<file path="config.mk">
export PLATFORM = sky130hd
export DESIGN_NAME = muldiv_seq
export DESIGN_NICKNAME = d
export VERILOG_FILES = /design/src/rtl/muldiv_seq.sv
export SDC_FILE = /design/constraint.sdc
export NUM_CORES = 1
export LEC_CHECK = 0
export BUFFER_PORTS_ARGS = -buffer_cell sky130_fd_sc_hd__clkbuf_2
export CORE_ASPECT_RATIO = 0.75
export CORE_UTILIZATION = 35
export CTS_BUF_LIST = sky130_fd_sc_hd__clkbuf_8 sky130_fd_sc_hd__clkbuf_16
export DETAILED_ROUTE_END_ITERATION = 10
export PLACE_DENSITY = 0.61
export SLEW_MARGIN = 20
export SYNTH_ARGS = -nofsm -noshare
export SYNTH_HDL_FRONTEND = slang
export SYNTH_SLANG_ARGS = --single-unit
</file>
<file path="constraint.sdc">
create_clock -name clk -period 3.2 [get_ports clk]
set_clock_uncertainty 0.1 [all_clocks]
set_input_delay 0.96 -clock clk [delete_from_list [all_inputs] [get_ports clk]]
set_output_delay 0.96 -clock clk [all_outputs]
set_load 0.03 [all_outputs]
</file>
<file path="src/rtl/muldiv_seq.sv">
// Iterative 16-bit unsigned multiply/divide sequencer: one shift-add or restoring step per clock.
// Define MULDIV_DIV_EN to build the divide datapath; without it op=1 is rejected as illegal.
module muldiv_seq (
    input  logic        clk,
    input  logic        rst,
    input  logic        start,
    input  logic        op,
    input  logic [15:0] a,
    input  logic [15:0] b,
    output logic        busy,
    output logic        done,
    output logic [15:0] result_lo,
    output logic [15:0] result_hi,
    output logic [3:0]  flags,
    output logic        div_zero
);

    typedef enum logic [1:0] {IDLE, RUN, DONE} state_t;

    state_t      state, state_nxt;
    logic [3:0]  cnt;
    logic [15:0] a_q;
    logic [31:0] acc;
    logic [31:0] step_nxt;
    logic [3:0]  fin_flags;
`ifdef MULDIV_DIV_EN
    logic [15:0] b_q;
    logic        op_q;
`endif

    // Add the multiplicand into the high half when the multiplier LSB is set, then shift the
    // 33-bit {carry, hi, lo} value right; the carry only exists between the add and the shift.
    function automatic logic [31:0] mul_step(input logic [31:0] acc_in, input logic [15:0] mcand);
        logic [16:0] sum;
        sum = {1'b0, acc_in[31:16]} + (acc_in[0] ? {1'b0, mcand} : 17'd0);
        return {sum, acc_in[15:1]};
    endfunction

`ifdef MULDIV_DIV_EN
    // Remainder lives in acc[31:16], the dividend shifts out of acc[15:0] as quotient bits shift in.
    function automatic logic [31:0] div_step(input logic [31:0] acc_in, input logic [15:0] dvs);
        logic [16:0] trial;
        logic [15:0] diff;
        trial = {acc_in[31:16], acc_in[15]};
        diff  = trial[15:0] - dvs;
        if (trial >= {1'b0, dvs})
            return {diff, acc_in[14:0], 1'b1};
        else
            return {trial[15:0], acc_in[14:0], 1'b0};
    endfunction
`endif

    always_comb begin
        step_nxt  = mul_step(acc, a_q);
        fin_flags = {1'b0, step_nxt[31], step_nxt == 32'd0, step_nxt[31:16] != 16'd0};
`ifdef MULDIV_DIV_EN
        if (op_q) begin
            step_nxt  = div_step(acc, b_q);
            fin_flags = {1'b0, step_nxt[15], step_nxt[15:0] == 16'd0, 1'b0};
        end
`endif
    end

    always_ff @(posedge clk) begin
        if (rst)
            state <= IDLE;
        else
            state <= state_nxt;
    end

    always_comb begin
        state_nxt = state;
        case (state)
            IDLE: begin
                if (start) begin
                    if (op) begin
`ifdef MULDIV_DIV_EN
                        state_nxt = (b == 16'd0) ? DONE : RUN;
`else
                        state_nxt = DONE;
`endif
                    end else begin
                        state_nxt = RUN;
                    end
                end
            end
            RUN:     if (cnt == 4'd15) state_nxt = DONE;
            DONE:    state_nxt = IDLE;
            default: state_nxt = IDLE;
        endcase
    end

    always_comb begin
        busy = (state != IDLE);
        done = (state == DONE);
    end

    // Control and visible results: cleared by reset, written only on DONE entry.
    always_ff @(posedge clk) begin
        if (rst) begin
            cnt       <= '0;
            result_lo <= '0;
            result_hi <= '0;
            flags     <= '0;
            div_zero  <= 1'b0;
        end else begin
            case (state)
                IDLE: begin
                    if (start) begin
                        cnt <= '0;
                        if (op) begin
`ifdef MULDIV_DIV_EN
                            if (b == 16'd0) begin
                                result_lo <= 16'hFFFF;
                                result_hi <= a;
                                flags     <= 4'b1100;
                                div_zero  <= 1'b1;
                            end
`else
                            result_lo <= '0;
                            result_hi <= '0;
                            flags     <= 4'b1010;
                            div_zero  <= 1'b0;
`endif
                        end
                    end
                end
                RUN: begin
                    cnt <= cnt + 4'd1;
                    if (cnt == 4'd15) begin
                        result_lo <= step_nxt[15:0];
                        result_hi <= step_nxt[31:16];
                        flags     <= fin_flags;
                        div_zero  <= 1'b0;
                    end
                end
                default: ;
            endcase
        end
    end

    // Operand and accumulator registers carry no reset; they are reloaded on every accept.
    always_ff @(posedge clk) begin
        if (state == IDLE && start) begin
            a_q <= a;
`ifdef MULDIV_DIV_EN
            b_q  <= b;
            op_q <= op;
            acc  <= op ? {16'd0, a} : {16'd0, b};
`else
            acc  <= {16'd0, b};
`endif
        end else if (state == RUN) begin
            acc <= step_nxt;
        end
    end

endmodule

</file>
# Word level (Yosys, flattened, before mapping)
# Index checks and enable logic that the tools add are counted.
# W data, S select, Z words.
# word_totals
reg_bits,91
latchBits,0
ramBits,0
rom_bits,0
output_inout_bits,39
wordCells,50
memories,0
# classes
addsub,2
mul,0
div_mod_pow,0
magnitude_cmp,0
eq_ne,6
shift,0
mux,23
n_bitwise,0
n_reduce_logical,10
# op_table
operator,count
$mux W16,7
$pmux W16 S2,2
$logic_not A32 Y1,1
$add A16 B16 Y17,1
$mux W4,4
$pmux W4 S2,2
$reduce_bool A16 Y1,1
$mux W2,3
$ne A2 B2 Y1 const B,3
$reduce_bool A2 Y1,3
$add A4 B1 Y4 const B,1
$eq A4 B4 Y1 const B,1
$pmux W2 S2,1
$reduce_and A2 Y1,2
$reduce_and A4 Y1,1
$mux W1,3
$eq A2 B1 Y1 const B,1
$eq A2 B2 Y1 const B,1
$logic_not A2 Y1,1
$pmux W1 S2,1
$logic_and A1 B1 Y1,1

# Depth between registers and ports, before layout
# depth
word_depth,5
ltp_mapped,11
mapped_depth_nobuf,10

# Least setup slack after synthesis
# Ideal clock, no wire load.
# synth_path
kind,reg-to-reg
from,register acc[0]
to,register flags[0]
setup_ps,138
t_arrival_ps,3090
required_ps,2962
setup_slack_ps,-129
stages_incl_launch_ff,11
period_less_slack_ps,3329
cell_sequence,edfxtp_1 -> and2_1 -> ha_1 -> fa_1 -> a21o_1 -> a221oi_2 -> xnor2_1 -> or4_1 -> or4b_1 -> nor4_2 -> a41oi_1
# synth_between
elab_chain_cells,5
# synth_rtl
element,line_no,source
from (decl),23,logic [31:0] acc;
from (signal assigned),151,"acc <= {16'd0, b};"
from (signal assigned),154,acc <= step_nxt;
$mux W16,35,"sum = {1'b0, acc_in[31:16]} + (acc_in[0] ? {1'b0, mcand} : 17'd0);"
$add A16 B16 Y17,35,
$reduce_bool A16 Y1,55,"fin_flags = {1'b0, step_nxt[31], step_nxt == 32'd0, step_nxt[31:16] != 16'd0};"
$mux W4,130,if (cnt == 4'd15) begin
$pmux W4 S2,107,case (state)
to (signal assigned),133,flags <= fin_flags;
to (decl),14,"output logic [3:0] flags,"
# No other way between the ends. The select of a mux whose other input is x is not followed.
# A chain may end at the register's enable or synchronous reset.

# Worst setup path after layout
# Same ends and word-level chain as after synthesis.

==> metrics.md <==
| Metric | Value |
|---|---|
| Hold Crit Class | register to register |
| Period utilization | 104% |
| Initial core utilization | 36.0% |
| Critical Path Start Type | register |
| Die Span X | 128 um |
| Height of the die | 96.4 um |
| #FFs+latches synth | 89 |
| Slew HR | 56.8% |
| Clock sinks | 89 |
| CORE AREA | 11,600 sq um |
| Root buf cell | clkbuf_16 |
| CTS tree | done |
| Post-synth top area share | 27.4% |
| Pre-Repair DR Iteration Count | 4 |
| Synth Instances | 451 |
| Cell taking the most area after synthesis | dfxtp_1 |
| Drt initial violations | 282 |
| Post-synth EDFFs | 32 |
| Status | complete, but fails checks |
| Initial antenna violation count | 0 |
| Clk_lat worst skew | 340 ps |
| Req. time, crit path | 3310 ps |
| Area contributors post-synth | dfxtp_1, edfxtp_1, nand2_1 |
| Pre-CTS WS | -295 ps |
| Commonest non-fill, non-tap cells in the layout | nand2_1, clkbuf_2, dfxtp_1, nor2_1, buf_4 |
| Post-route DRC | 0 |
| Average size of a mapped cell | 9.23 sq um |
| Via density per instance | 5.04 |
| Flop pwr share | 43.4% |
| Asr flop ratio synth | 0% |
| Antenna fix cells | 0 |
| DR vias | 3,642 |
| Buffers on Ports | 73 |
| Least-Margin Pin Slew | 647 ps |
| Die area | 12,300 sq um |
| Clock Power Share | 35.6% |
| IR drop worst, VDD | 248 uV |
| Pin count of the biggest net entering global routing | 30 |
| Failing checks | negative setup slack |
| Area delta synth->final | 29.1% |
| Total global routing overflow | 0 |
| Int Pwr | 2.16 mW |
| Final Non-Filler Cells | 722 |
| Row Count | 34 |
| Slew Limit Fails | 0 |
| # setup viols final | 2 |
| Final hold vios | 0 |
| Crit path DAT | 3450 ps |
| CTS H-Tree Depth | 3 |
| CTS buffer count | 9 |
| WL per Instance | 15.1 um |
| Seq/Total Area, Yosys | 50.5% |
| Switch share | 28.5% |
| P per Cell Area | 562 nW/um^2 |
| Fin crit period | 3340 ps |
| Reg clk slew, reported paths | 70 ps |
| Syn Std Cell Area | 4160 sq um |
| Nets | 609 |
| DP HPWL | 7940 um |
| Commonest non-fill, non-tap cell in the layout | nand2_1 |
| Worst Slack Setup Final | -142 ps |
| Setup CP Type | register to register |
| Hold buffers post-CTS | 0 |
| Top FF cell, synth | dfxtp_1 |
| Comb pwr share | 21.1% |
| RSZ-0062 raised after global routing | true |
| Clock Path Buffers | 2 |
| Element type at the critical path end | register |
| Yosys warns | 0 |
| IO Pins | 75 |
| Placed cell count | 703 |
| Switch Pwr | 0.860 mW |
| ANT nets after route | 0 |
| Mapped Nets | 505 |
| First-pass GRT wire length | 17,100 um |
| Synth cell types | 54 |
| Fmax | 299 MHz |
| RD Place Congestion | 0.875 |
| Gr usage total | 18.3% |
| Vias in the first global route | 3,299 |
| Post-Route WL | 10,900 um |
| Share of layout cells above drive strength 1 | 28.2% |
| Max-cap violations | 0 |
| CP max FO | 14 |
| LEAKAGE | 2.38 nW |
## Yosys cell counts, drive strengths merged (2+ instances only)
library cell  count
a211oi            3
a21o              6
a21oi            29
a22o              8
a22oi            18
a31oi             3
and2             16
and3              4
buf               4
clkbuf           20
dfxtp            57
edfxtp           32
ha               17
inv               7
mux2              2
nand2            85
nand3            13
nand4             4
nor2             51
nor2b             3
nor3             10
nor3b             2
nor4              6
o2111ai           2
o21a              2
o21ai             8
o31ai             2
or2               5
or3               2
or4               3
xnor2             3
xor2              5
## metal layers
layer	up-vias	routed length [um]	GRT usage, %
met3	15	574	3.96
met4	0	131	5.59
met2	100	4520	27.1
li1	1813	-	-
met5	-	0	0
met1	1714	5690	26.7
## path summary, 6_finish.rpt
kind	slack, ps	startpoint	depth (start not counted)	endpoint
setup reg to reg	-140	acc[0]	11	flags[0]
hold / removal	350	acc[21]	2	acc[21]
setup / recovery	-140	acc[0]	11	flags[0]
hold reg to reg	350	acc[21]	2	acc[21]
## flip-flops by register name, indices dropped and copies added, names as in the netlist
| register | cells |
|---|---|
| flags | 4 |
| acc | 32 |
| a_q | 16 |
| result_lo | 16 |
| result_hi | 15 |
| state | 2 |
| cnt | 4 |
## critical path, stage by stage, from the launching register on
cell	delay (ps)
edfxtp_1	410
buf_4	200
and2_1	150
ha_1	300
buf_4	140
nand3_1	90
a21oi_1	240
o221ai_1	160
or4_1	480
or4b_4	510
nor4_4	280
a41oi_1	150
## power groups by stage
stage                     clock network (mW)  registers [mW]  logic (mW)
after global placement                     0            1.33       0.565
after CTS                               1.09            1.31       0.613
final                                   1.07            1.31       0.637
after detailed placement                   0            1.33       0.577
after global routing                    1.13            1.32       0.695
after floorplan                            0            1.33       0.344
## area by class of cell
| class | instances | area (sq um) |
|---|---|---|
| clock buffers | 10 | 239 |
| clock inverters | 6 | 58.8 |
| fillers | 1124 | 6200 |
| inverters | 7 | 26.3 |
| multi-input cells | 331 | 2050 |
| flip-flops and latches | 89 | 2100 |
| well taps | 162 | 203 |
| repair buffers | 117 | 696 |
## per-stage QoR
stage	TNS [ps]	utilization [%]	total power [mW]	hold WS, ps	instance area, sq um
after floorplan	-49.1	-	1.67	327	4170
after global placement	-326	42.8	1.90	340	4950
after detailed placement	-549	42.8	1.91	342	4950
after CTS	-200	46.0	3.01	354	5320
after global routing	-553	46.4	3.15	370	5370
final	-256	46.4	3.02	349	5370
## kinds of logic after synthesis
family	after synthesis	synth area share, %
adder cells (fa/ha/maj)	18	5.59
other	1	0.0901
buffers and inverters	31	2.98
AO/OA/AOI/OAI	94	15.7
flip-flops	89	50.5
AND/OR/NAND/NOR	208	22.9
multiplexers	2	0.541
XOR/XNOR	8	1.68
## timing repair
item	4_1_cts	5_1_grt
buffers inserted	2	1
endpoints found under the hold margin	0	0
pin swaps	9	2
setup endpoints to repair	3	4
gates resized for setup	10	7
Power figures use the tool's default switching activity.
